--- src/rtl/scan_transfer_ctrl_if.sv ---
// Outbound word link of scan_transfer_ctrl: a valid/ready handshake carrying
// the source scanner and the word index within the current drain.
interface scan_transfer_ctrl_if #(
    parameter int CNT_W = 8
);
    logic             out_valid;
    logic             out_ready;
    logic             out_src;
    logic [CNT_W-1:0] out_index;

    modport master (
        output out_valid,
        output out_src,
        output out_index,
        input  out_ready
    );

    modport slave (
        input  out_valid,
        input  out_src,
        input  out_index,
        output out_ready
    );
endinterface

--- src/rtl/scan_transfer_ctrl.sv ---
// Ping-pong drain controller for scanners A/B: start_scan forwarding, round-robin grant,
// word streaming. Defining XFER_TIMEOUT_EN adds a stall-timeout abort.
module scan_transfer_ctrl #(
    parameter int BUF_DEPTH = 100,
    parameter int CNT_W     = 8
`ifdef XFER_TIMEOUT_EN
    ,
    parameter int TIMEOUT   = 255
`endif
) (
    input  logic clk,
    input  logic rst,
    input  logic rdy_a,
    input  logic rdy_b,
    input  logic second_a,
    input  logic second_b,
    output logic transfer_a,
    output logic transfer_b,
    output logic start_scan_a,
    output logic start_scan_b,
    output logic xfer_done,
    output logic abort,
    scan_transfer_ctrl_if.master link
);

    typedef enum logic [1:0] {
        IDLE,
        XFER_A,
        XFER_B,
        GAP
    } state_t;

    state_t           state;
    logic             last_served;
    logic [CNT_W-1:0] cnt;
    logic             second_a_q;
    logic             second_b_q;
    logic             stall_hit;
    logic             owner_rdy;
    logic             accept;
    logic             last_word;

    assign accept          = link.out_valid & link.out_ready;
    assign owner_rdy       = (state == XFER_B) ? rdy_b : rdy_a;
    assign last_word       = (cnt == CNT_W'(BUF_DEPTH - 1));
    assign link.out_index  = cnt;

`ifdef XFER_TIMEOUT_EN
    localparam int STALL_W = $clog2(TIMEOUT + 1);

    logic [STALL_W-1:0] stall_cnt;

    // Consecutive stalled XFER cycles; the one that reaches TIMEOUT takes the abort path.
    assign stall_hit = link.out_valid & ~link.out_ready &
                       (stall_cnt == STALL_W'(TIMEOUT - 1));

    always_ff @(posedge clk) begin
        if (rst || !link.out_valid || link.out_ready) begin
            stall_cnt <= '0;
        end else begin
            stall_cnt <= stall_cnt + 1'b1;
        end
    end
`else
    assign stall_hit = 1'b0;
`endif

    always_ff @(posedge clk) begin
        if (rst) begin
            state          <= IDLE;
            last_served    <= 1'b1;
            cnt            <= '0;
            second_a_q     <= 1'b0;
            second_b_q     <= 1'b0;
            transfer_a     <= 1'b0;
            transfer_b     <= 1'b0;
            start_scan_a   <= 1'b0;
            start_scan_b   <= 1'b0;
            xfer_done      <= 1'b0;
            abort          <= 1'b0;
            link.out_valid <= 1'b0;
            link.out_src   <= 1'b0;
        end else begin
            // Each scanner's second-buffer edge kicks off its partner, whatever the FSM is doing.
            second_a_q   <= second_a;
            second_b_q   <= second_b;
            start_scan_b <= second_a & ~second_a_q;
            start_scan_a <= second_b & ~second_b_q;
            xfer_done    <= 1'b0;
            abort        <= 1'b0;

            case (state)
                IDLE: begin
                    if (rdy_a && (!rdy_b || last_served)) begin
                        state          <= XFER_A;
                        transfer_a     <= 1'b1;
                        link.out_valid <= 1'b1;
                        link.out_src   <= 1'b0;
                    end else if (rdy_b) begin
                        state          <= XFER_B;
                        transfer_b     <= 1'b1;
                        link.out_valid <= 1'b1;
                        link.out_src   <= 1'b1;
                    end
                end

                XFER_A, XFER_B: begin
                    // Abort outranks completion, even when the last word is accepted in the same cycle.
                    if (!owner_rdy || stall_hit || (accept && last_word)) begin
                        state          <= GAP;
                        abort          <= !owner_rdy || stall_hit;
                        xfer_done      <= owner_rdy && !stall_hit;
                        last_served    <= (state == XFER_B);
                        cnt            <= '0;
                        transfer_a     <= 1'b0;
                        transfer_b     <= 1'b0;
                        link.out_valid <= 1'b0;
                        link.out_src   <= 1'b0;
                    end else if (accept) begin
                        cnt <= cnt + 1'b1;
                    end
                end

                GAP: begin
                    state <= IDLE;
                end

                default: begin
                    state <= IDLE;
                end
            endcase
        end
    end

endmodule

--- src/flat_wrapper.sv ---
// flat-port wrapper written by rule: the top's interface ports become plain ports
module scan_transfer_ctrl_flat 
#(
    parameter int BUF_DEPTH = 100,
    parameter int CNT_W     = 8

)
  (clk, rst, rdy_a, rdy_b, second_a, second_b, transfer_a, transfer_b, start_scan_a, start_scan_b, xfer_done, abort, link_out_valid, link_out_src, link_out_index, link_out_ready);
  scan_transfer_ctrl_if #(.CNT_W(CNT_W)) link_i ();
  input  logic clk;
  input  logic rst;
  input  logic rdy_a;
  input  logic rdy_b;
  input  logic second_a;
  input  logic second_b;
  output logic transfer_a;
  output logic transfer_b;
  output logic start_scan_a;
  output logic start_scan_b;
  output logic xfer_done;
  output logic abort;
  output wire logic [$bits(link_i.out_valid)-1:0] link_out_valid;
  output wire logic [$bits(link_i.out_src)-1:0] link_out_src;
  output wire logic [$bits(link_i.out_index)-1:0] link_out_index;
  input wire logic [$bits(link_i.out_ready)-1:0] link_out_ready;
  assign link_out_valid = link_i.out_valid;
  assign link_out_src = link_i.out_src;
  assign link_out_index = link_i.out_index;
  assign link_i.out_ready = link_out_ready;
  scan_transfer_ctrl #(.BUF_DEPTH(BUF_DEPTH), .CNT_W(CNT_W)) u_core (.clk(clk), .rst(rst), .rdy_a(rdy_a), .rdy_b(rdy_b), .second_a(second_a), .second_b(second_b), .transfer_a(transfer_a), .transfer_b(transfer_b), .start_scan_a(start_scan_a), .start_scan_b(start_scan_b), .xfer_done(xfer_done), .abort(abort), .link(link_i));
endmodule
--- config.mk ---
export PLATFORM = sky130hd
export DESIGN_NAME = scan_transfer_ctrl_flat
export DESIGN_NICKNAME = d
export VERILOG_FILES = /design/src/rtl/scan_transfer_ctrl_if.sv /design/src/rtl/scan_transfer_ctrl.sv /design/src/flat_wrapper.sv
export SDC_FILE = /design/constraint.sdc
export NUM_CORES = 1
export LEC_CHECK = 0
export ABC_AREA = 1
export CAP_MARGIN = 20
export CORE_ASPECT_RATIO = 0.8
export CORE_UTILIZATION = 33
export CTS_CLUSTER_SIZE = 10
export DETAILED_ROUTE_END_ITERATION = 10
export GPL_ROUTABILITY_DRIVEN = 0
export PLACE_DENSITY = 0.6
export SLEW_MARGIN = 40
export SYNTH_ARGS = -nofsm -noshare
export SYNTH_HDL_FRONTEND = slang
export SYNTH_SLANG_ARGS = --single-unit
--- constraint.sdc ---
create_clock -name clk -period 2.26 [get_ports clk]
set_input_delay 0.452 -clock clk [delete_from_list [all_inputs] [get_ports clk]]
set_output_delay 0.452 -clock clk [all_outputs]
set_load 0.01 [all_outputs]
==> reports/metrics.cfg, run 1 <==
[run_status]
status = finished, final reports clean

[synthesis]
avgSynthCellArea_um2 = 7.37
ys_seq_area_share_pct = 37.5
synthesis.area_um2 = 1120
synth_cells = 152
synth.ff_latch_count = 21
synth.net_count = 164
yosys_warnings = 0
synth_cell_types = 24

[floorplan]
die_w_um = 67.1
dieArea_um2 = 3630
rows = 18
coreArea_um2 = 3150
initial_core_util_pct = 35.5
die_h_um = 54.1
io_pins = 23

[worst_setup_path]
worstSetupStartpointType = flip-flop
timing.rr.start = u_core.state[0]
cp.arrival_ns = 1.89
critPathKind = flip-flop to flip-flop
ff2ff_path_depth = 7
worstSetupStartpoint = u_core.state[0]
required_ns = 2.43
critical_path.max_fanout = 8
end_kind = flip-flop

[drt]
dr.pass1.iters = 4
wl_mm = 2.19
drc_errors = 0
antenna_left = 0
wl_per_cell_um = 10.1
route.vias.total = 991
avgViaCountPerCell = 4.57
drtIter0Drc = 31

[sta]
hold_violations = 0
worstMarginPinSlew_ns = 0.375
rsz0062_at_grt = false
setup_slack_ns = 0.533
skew_ns = 0.00354
setup_viol = 0
finalMaxSlewViolations = 0
layout_min_cycle_time_ns = 1.73
period_share_pct = 76.4
tns_ns = 0
slew_headroom_pct = 75.0
timing.fmax_ghz = 0.579

[place]
hpwl_mm = 1.66
io_buffers = 22
dp_slack_ns = 0.284
dpl_cell_area_um2 = 1380

[global_routing]
grt_pass1_wl_mm = 3.60
globalRouteTotalUtil_pct = 13.7
antenna_found_initial = 0
grt_pass1_vias = 849
grt_max_degree = 13
overflow = 0

[final_layout]
final_cell_area_um2 = 1430
fin_nets = 190
synthToLayoutAreaGrowth_pct = 27.3
drive_gt1_share_pct = 10.7
n_antenna_cell = 0

[power_and_ir_drop]
clkPwrFrac_pct = 17.0
power_switching_uw = 621
seqPwrFrac_pct = 32.9
cellPowerDensity_nw_per_um2 = 1050
p_leak_nw = 0.628
intPower_uw = 876
design_power_total_mw = 1.50
p_sw_share_pct = 41.5
p_comb_share_pct = 50.1
ir_worst_vdd_v = 0.000433

[worst_hold_path]
hp-start = u_core.second_b_q
whs_path_depth = 1
hold_path.class = flip-flop to flip-flop

[clock_network]
cts_resized = 0
hold_buffers = 0
cts_sinks = 21
insertion_delay_ns = 0.26
post_cts_buffers = 0
cts_buffers = 3
cts_root_buf = clkbuf_8
cts_buffer_depth = 2
cts_max_level = 1
cts_tree = yes
clk_pin_slew_ns = 0.08

[job]
max_cap_violations = 0

[critical path, cell delays in order (launching register included)]
cell,delay [ns]
dfxtp_1,0.36
inv_1,0.09
ha_1,0.52
inv_1,0.17
a21oi_4,0.21
nand2_1,0.09
xor2_1,0.15
nor2_1,0.05
[logic make-up (layout without fill, tap and decap cells)]
logic type      after synthesis  count (layout)  synth area share [%]
buf+inv                      29              54                  10.7
flops                        21              21                  37.5
simple gates                 83              83                  36.8
xor+xnor                      2               2                  1.56
compound gates               12              12                  7.82
fa+ha+maj                     5               5                  5.59
[through the flow]
step	std cells	util [%]	hold WS (ns)
6_report	217	45.2	0.400
5_1_grt	217	45.2	0.429
4_1_cts	217	45.2	0.404
3_5_place_dp	213	43.7	0.382
3_3_place_gp	213	43.7	0.381
2_1_floorplan	152	-	0.373
[cells in the final DEF (no fill, tap or decap), drive strengths merged]
master / count
nor3b: 1
nand3: 13
clkbuf: 3
buf: 1
xor2: 2
a21oi: 7
nand2: 36
clkdlybuf4s50: 22
dfxtp: 21
o21ai: 3
inv: 27
nor2: 22
nand4: 5
nor3: 6
o22ai: 1
a31o: 1
clkinv: 1
ha: 5
[cell usage after synthesis]
cell / number / area [um2]
a21oi_1: 6 / 30.0
a21oi_4: 1 / 16.3
a31o_2: 1 / 8.76
buf_4: 1 / 7.51
buf_6: 1 / 11.3
dfxtp_1: 21 / 420
ha_1: 5 / 62.6
inv_1: 26 / 97.6
inv_2: 1 / 3.75
nand2_1: 31 / 116
nand2_2: 2 / 12.5
nand2_4: 3 / 33.8
nand3_1: 11 / 55.1
nand3_2: 1 / 10.0
nand3_4: 1 / 17.5
nand4_1: 5 / 31.3
nor2_1: 22 / 82.6
nor3_1: 4 / 20.0
nor3_2: 2 / 20.0
nor3b_2: 1 / 12.5
o21ai_0: 2 / 10.0
o21ai_4: 1 / 16.3
o22ai_1: 1 / 6.26
xor2_1: 2 / 17.5
[power by group through the flow]
stage	sequential (mW)	clock, mW	combinational, mW
6_report	0.492	0.254	0.750
3_5_place_dp	0.501	0	0.751
5_1_grt	0.506	0.278	0.842
4_1_cts	0.493	0.261	0.758
3_3_place_gp	0.498	0	0.748
2_1_floorplan	0.521	0	0.548
[flip-flops by register name (all words and copies together) (netlist names)]
| register | cells |
|---|---|
| u_core.transfer_a | 1 |
| u_core.link.out_index | 8 |
| u_core.second_a_q | 1 |
| u_core.transfer_b | 1 |
| u_core.second_b_q | 1 |
| u_core.state | 2 |
| u_core.link.out_valid | 1 |
| u_core.last_served | 1 |
| u_core.link.out_src | 1 |
| u_core.start_scan_b | 1 |
| u_core.abort | 1 |
| u_core.start_scan_a | 1 |
| u_core.xfer_done | 1 |
[layer usage]
metal | vias up | GRT usage, % | routed length (um)
met1 | 430 | 16.8 | 1060
met2 | 26 | 21.3 | 946
met5 | - | 0 | 0
met4 | 0 | 6.38 | 38
met3 | 4 | 5.08 | 142
li1 | 531 | - | -
[area by class of cell]
class | instances | area [um2]
fillers | 317 | 1730
multi-input cells | 102 | 579
flip-flops and latches | 21 | 420
repair buffers | 23 | 228
inverters | 27 | 101
well taps | 40 | 50.0
clock buffers | 3 | 41.3
clock inverters | 1 | 5.00
[worst paths after layout]
check,endpoint,slack (ns)
hold / removal,u_core.start_scan_a,0.40
setup / recovery,u_core.link.out_index[4],0.53
setup reg to reg,u_core.link.out_index[4],0.53
hold reg to reg,u_core.start_scan_a,0.40
No activity file was read; power rests on OpenSTA's default activity.
==> run 2: changes to the inputs <==
--- a/config.mk
+++ b/config.mk
@@ -12,7 +12,7 @@
 export CTS_CLUSTER_SIZE = 10
 export DETAILED_ROUTE_END_ITERATION = 10
 export GPL_ROUTABILITY_DRIVEN = 0
-export PLACE_DENSITY = 0.6
+export PLACE_DENSITY = 0.62
 export SLEW_MARGIN = 40
 export SYNTH_ARGS = -nofsm -noshare
 export SYNTH_HDL_FRONTEND = slang
==> constraint.sdc (replaced) <==
create_clock -name clk -period 1.5 [get_ports clk]
set_input_delay 0.3 -clock clk [delete_from_list [all_inputs] [get_ports clk]]
set_output_delay 0.3 -clock clk [all_outputs]
set_load 0.01 [all_outputs]
==> reports/metrics.cfg, run 2 (same netlist as run 1, synthesis figures left out) <==
[run_status]
status = finished, final reports clean

[floorplan]
io_pins = 23  ; unchanged
initial_core_util_pct = 35.5  ; unchanged
dieArea_um2 = 3630  ; unchanged
coreArea_um2 = 3150  ; unchanged
die_w_um = 67.1  ; unchanged
die_h_um = 54.1  ; unchanged
rows = 18  ; unchanged

[worst_setup_path]
required_ns = 1.65  ; -0.78 ns
critPathKind = input port to flip-flop
timing.rr.start = u_core.state[0]
crit_buf_inv = 2  ; unchanged
worstSetupStartpoint = rdy_a
max_stage_delay_ns = 0.49  ; -0.03 ns
critical_path.max_fanout = 8  ; unchanged
worstSetupStartpointType = input port
crit_family = buffers and inverters
crit_slowest_cell = clkdlybuf4s50_1
ff2ff_setup_slack_ns = 0.04  ; -0.49 ns
path_cells = clkdlybuf4s50_1, inv_2, o21ai_4, nand2_2, nand2_4, o21ai_2, nor3b_2
end_kind = flip-flop
cp.arrival_ns = 1.60  ; -0.29 ns
ff2ff_path_depth = 7  ; unchanged
r2r_end = u_core.link.out_index[3]

[worst_hold_path]
holdPathEnd = u_core.start_scan_a
hold_path.class = flip-flop to flip-flop
hp-start = u_core.second_b_q
whs_path_depth = 1  ; unchanged

[job]
max_cap_violations = 0  ; unchanged

[final_layout]
n_antenna_cell = 0  ; unchanged
final_cell_area_um2 = 1610  ; +13%
regArea_um2 = 432  ; +2.7%
synthToLayoutAreaGrowth_pct = 43.9
drive_gt1_share_pct = 26.1  ; +15 points
largest_reg_flops = 8  ; unchanged
layout_commonest_cell = nand2_1
fillCellCount = 304  ; -4.1%
fin_nets = 201  ; +5.8%
multiInputGateArea_um2 = 646  ; +11%
final_cells = 228  ; +5.1%
mostFrequentLayoutCells = nand2_1, inv_1, nor2_1
final_core_util_pct = 51.1  ; +5.9 points

[global_routing]
grt_pass1_wl_mm = 3.91  ; +8.4%
overflow = 0  ; unchanged
grt_pass1_vias = 918  ; +8.1%
globalRouteTotalUtil_pct = 14.5  ; +0.76 points
grt_max_degree = 13  ; unchanged
antenna_found_initial = 0  ; unchanged

[clock_network]
cts_buffer_depth = 2  ; unchanged
cts_buffers = 3  ; unchanged
clk_pin_slew_ns = 0.07  ; about the same
cts_max_level = 1  ; unchanged
cts_sinks = 21  ; unchanged
cts_root_buf = clkbuf_8
cts_tree = yes
insertion_delay_ns = 0.26  ; about the same

[drt]
route.vias.total = 1085  ; +9.5%
drtIter0Drc = 25  ; -19%
wl_per_cell_um = 10.9  ; +8.5%
wl_mm = 2.50  ; +14%
avgViaCountPerCell = 4.76  ; +4.2%
antenna_left = 0  ; unchanged
dr.pass1.iters = 5  ; +1
drc_errors = 0  ; unchanged

[power_and_ir_drop]
cellPowerDensity_nw_per_um2 = 1600  ; +52%
intPower_mw = 1.53  ; +75%
power_switching_mw = 1.05  ; +69%
clkPwrFrac_pct = 14.3  ; -2.7 points
ir_worst_vdd_v = 0.000667  ; +54%
p_sw_share_pct = 40.6  ; -0.86 points
seqPwrFrac_pct = 29.6  ; -3.3 points
p_leak_nw = 0.792  ; +26%
p_comb_share_pct = 56.1  ; +6.0 points
design_power_total_mw = 2.58  ; +72%

[place]
io_buffers = 22  ; unchanged
dpl_cell_area_um2 = 1440  ; +4.4%
dp.cells = 221  ; +3.8%
dp_slack_ns = -0.211  ; -0.495 ns
hpwl_mm = 1.81  ; +9.1%

[sta]
finalMaxSlewViolations = 0  ; unchanged
rsz0062_at_grt = true
setup_viol = 0  ; unchanged
setup_slack_ns = 0.0422  ; -0.491 ns
layout_min_cycle_time_ns = 1.46
skew_ns = 0.00262  ; -0.000917 ns
timing.fmax_ghz = 0.686
hold_slack_ns = 0.402  ; +0.00163 ns
tns_ns = 0  ; unchanged
slew_headroom_pct = 79.0  ; +4.0 points
hold_violations = 0  ; unchanged
worstMarginPinSlew_ns = 0.313  ; -0.0616 ns
period_share_pct = 97.2

run 2: cell count changes in the layout (fill, tap and decap cells not counted), sizes merged:
| cell | previous run | this run |
|---|---|---|
| buf | 1 | 12 |
| clkdlybuf4s50 | 22 | 16 |
| dlymetal6s2s | 0 | 5 |
| dlygate4sd2 | 0 | 1 |
run 2: power by group through the flow:
| stage | Clock, mW | Combinational (mW) | Sequential (mW) |
|---|---|---|---|
| floorplan | 0 | 0.826 | 0.785 |
| finish | 0.368 | 1.45 | 0.764 |
| global route | 0.410 | 1.63 | 0.780 |
| detailed placement | 0 | 1.24 | 0.751 |
| CTS | 0.383 | 1.26 | 0.740 |
| global placement | 0 | 1.23 | 0.745 |
run 2: worst max-delay path by stage:
| stage | to | slack (ns) | cells after the start |
|---|---|---|---|
| after floorplan | u_core.link.out_index[3] | 0.01 | 7 |
| after global placement | u_core.link.out_index[3] | -0.16 | 7 |
| after detailed placement | u_core.link.out_index[3] | -0.21 | 7 |
| after CTS | link_out_index[0] | 0.004 | 1 |
| after global routing | u_core.link.out_index[0] | -0.04 | 7 |
| final | u_core.link.out_index[3] | 0.04 | 7 |
run 2: what timing repair did:
item / in CTS / in global routing
hold buffers: 0 / 0
setup buffers: 0 / 3
pin swaps: 1 / 9
resized for setup: 6 / 26
endpoints found under the setup margin: 13 / 22
run 2: layout make-up:
class,count,area share (%)
clock buffers,3,2.56
clock inverters,1,0.311
inverters,27,6.44
multi-input cells,102,40.1
flip-flops and latches,21,26.8
well taps,40,3.11
repair buffers,34,20.7
run 2: worst reg2reg max path: stages, from the launching register on:
cell,delay (ns)
dfxtp_2,0.36
inv_4,0.05
ha_4,0.17
o21ai_4,0.30
nand2_2,0.11
nand2_4,0.16
o21ai_2,0.06
nor3b_2,0.15
run 2: layer usage:
metal	track usage, %	wire length [um]	vias up
met1	19.4	1170	491
met3	4.45	140	6
met5	0	0	-
met2	22.8	1150	37
li1	-	-	551
met4	2.84	34	0
==> run 3: changes to the inputs <==
--- a/config.mk
+++ b/config.mk
@@ -8,11 +8,12 @@
 export ABC_AREA = 1
 export CAP_MARGIN = 20
 export CORE_ASPECT_RATIO = 0.8
-export CORE_UTILIZATION = 33
+export CORE_UTILIZATION = 45
 export CTS_CLUSTER_SIZE = 10
 export DETAILED_ROUTE_END_ITERATION = 10
 export GPL_ROUTABILITY_DRIVEN = 0
-export PLACE_DENSITY = 0.62
+export PLACE_DENSITY = 0.78
+export SKIP_LAST_GASP = 1
 export SLEW_MARGIN = 40
 export SYNTH_ARGS = -nofsm -noshare
 export SYNTH_HDL_FRONTEND = slang
==> reports/metrics.cfg, run 3 (same netlist as run 1, synthesis figures left out) <==
[final_layout]
mostFrequentLayoutCells = nand2_1, inv_1, nor2_1
final_cell_area_um2 = 1560  ; -3.5%
fin_nets = 203  ; +1.0%
drive_gt1_share_pct = 26.3  ; +0.25 points
largest_reg_flops = 8  ; unchanged
n_antenna_cell = 0  ; unchanged
synthToLayoutAreaGrowth_pct = 38.9
fillCellCount = 178  ; -41%
layout_commonest_cell = nand2_1

[floorplan]
rows = 15  ; -3
coreArea_um2 = 2250  ; -29%
dieArea_um2 = 2690  ; -26%
io_pins = 23  ; unchanged
die_h_um = 46.6  ; -14%
initial_core_util_pct = 49.7  ; +14 points
die_w_um = 57.8  ; -14%

[drt]
wl_per_cell_um = 12.8  ; +17%
dr.pass1.iters = 4  ; -1
wl_mm = 2.76  ; +11%
drtIter0Drc = 34  ; +36%
route.vias.total = 1118  ; +3.0%
antenna_left = 0  ; unchanged
drc_errors = 0  ; unchanged
avgViaCountPerCell = 5.20  ; +9.3%

[global_routing]
globalRouteTotalUtil_pct = 20.8  ; +6.3 points
antenna_found_initial = 0  ; unchanged
grt_max_degree = 14  ; +1
grt_pass1_vias = 989  ; +7.7%
grt_pass1_wl_mm = 4.20  ; +7.6%
overflow = 0  ; unchanged

[worst_setup_path]
crit_slowest_cell = dfxtp_2
path_cells = inv_4, ha_4, nand2_4, o21ai_4, buf_12, a21oi_4, nand2_1, xor2_1, nor2_1
max_stage_delay_ns = 0.38  ; -0.11 ns
critPathKind = flip-flop to flip-flop
cp.arrival_ns = 1.70  ; +0.10 ns
required_ns = 1.74  ; +0.09 ns
critical_path.max_fanout = 6  ; -2
end_kind = flip-flop
worstSetupStartpointType = flip-flop

[sta]
layout_min_cycle_time_ns = 1.46  ; +0.00168 ns
timing.fmax_ghz = 0.685  ; -0.11%
rsz0062_at_grt = true
setup_viol = 0  ; unchanged
worstMarginPinSlew_ns = 0.320  ; +0.00679 ns
period_share_pct = 97.3  ; +0.11 points
slew_headroom_pct = 78.6  ; -0.40 points
hold_violations = 0  ; unchanged
skew_ns = 0.00752  ; +0.00490 ns
tns_ns = 0  ; unchanged
setup_slack_ns = 0.0406  ; -0.00168 ns
hold_slack_ns = 0.408  ; +0.00562 ns
finalMaxSlewViolations = 0  ; unchanged

[clock_network]
clk_pin_slew_ns = 0.14  ; +0.07 ns
cts_max_level = 1  ; unchanged
insertion_delay_ns = 0.33  ; +0.07 ns
cts_sinks = 21  ; unchanged
cts_buffers = 3  ; unchanged
cts_tree = yes
hold_buffers = 0  ; unchanged
cts_root_buf = clkbuf_4
cts_buffer_depth = 2  ; unchanged

[place]
hpwl_mm = 1.97  ; +9.2%
dp_slack_ns = -0.174  ; +0.0368 ns
dpl_cell_area_um2 = 1450  ; +0.61%
io_buffers = 22  ; unchanged

[job]
max_cap_violations = 0  ; unchanged

[worst_hold_path]
hold_path.class = flip-flop to flip-flop

[power_and_ir_drop]
p_leak_nw = 0.799  ; +0.97%
design_power_total_mw = 2.53  ; -2.0%
cellPowerDensity_nw_per_um2 = 1620  ; +1.5%
ir_worst_vdd_v = 0.000847  ; +27%

[run_status]
status = finished, final reports clean

run 3: cell types whose count changed in the layout (fill, tap and decap cells not counted), sizes merged:
cell           before  now
clkdlybuf4s50      16    6
buf                12   14
clkinv              1    0
clkinvlp            0    1
dlymetal6s2s        5    3
dlygate4sd2         1   13
run 3: per-layer routing:
metal,vias to the layer above,wire [um],track usage [%]
met4,0,64,5.71
met2,48,1310,36.3
met3,11,173,5.62
met1,502,1210,25.7
li1,557,-,-
met5,-,0,0
run 3: stage by stage:
step           cells  utilization [%]
2_1_floorplan    152                -
3_3_place_gp     208             64.3
3_5_place_dp     208             64.3
4_1_cts          213             66.3
5_1_grt          215             69.1
6_report         215             69.1
run 3: what timing repair did:
item	CTS	global route
buffers inserted	1	2
resized for setup	25	15
pin swaps	1	5
hold endpoints to repair	0	0
setup endpoints to repair	29	15
run 3: critical path: cells and delay by family, from the launching register on:
family	cells	cell delay, ns
adders and majority gates	1	0.18
buffers and inverters	2	0.20
DFF	1	0.38
xor gates and xnor gates	1	0.14
AOI/OAI and AO/OA	2	0.26
and+or+nand+nor	3	0.21
run 3: cell type report:
| cell class | count | area (um2) | area share (%) |
|---|---|---|---|
| clock buffer | 3 | 22.5 | 1.45 |
| multi-input combinational | 102 | 623 | 40.1 |
| inverter | 27 | 104 | 6.68 |
| sequential | 21 | 434 | 27.9 |
| tap | 25 | 31.3 | 2.01 |
| clock inverter | 1 | 7.51 | 0.483 |
| timing repair buffer | 36 | 333 | 21.4 |
run 3: report_power, final:
group	switching, mW	internal, mW	total, mW
clock	0.203	0.102	0.305
sequential	0.0792	0.686	0.765
combinational	0.823	0.634	1.46
total	1.10	1.42	2.53
run 3: final timing paths:
path,cells past startpoint,from,endpoint,slack (ns)
setup / recovery,9,u_core.state[0],u_core.link.out_index[6],0.04
hold / removal,1,u_core.second_b_q,u_core.start_scan_a,0.41
setup reg to reg,9,u_core.state[0],u_core.link.out_index[6],0.04
hold reg to reg,1,u_core.second_b_q,u_core.start_scan_a,0.41
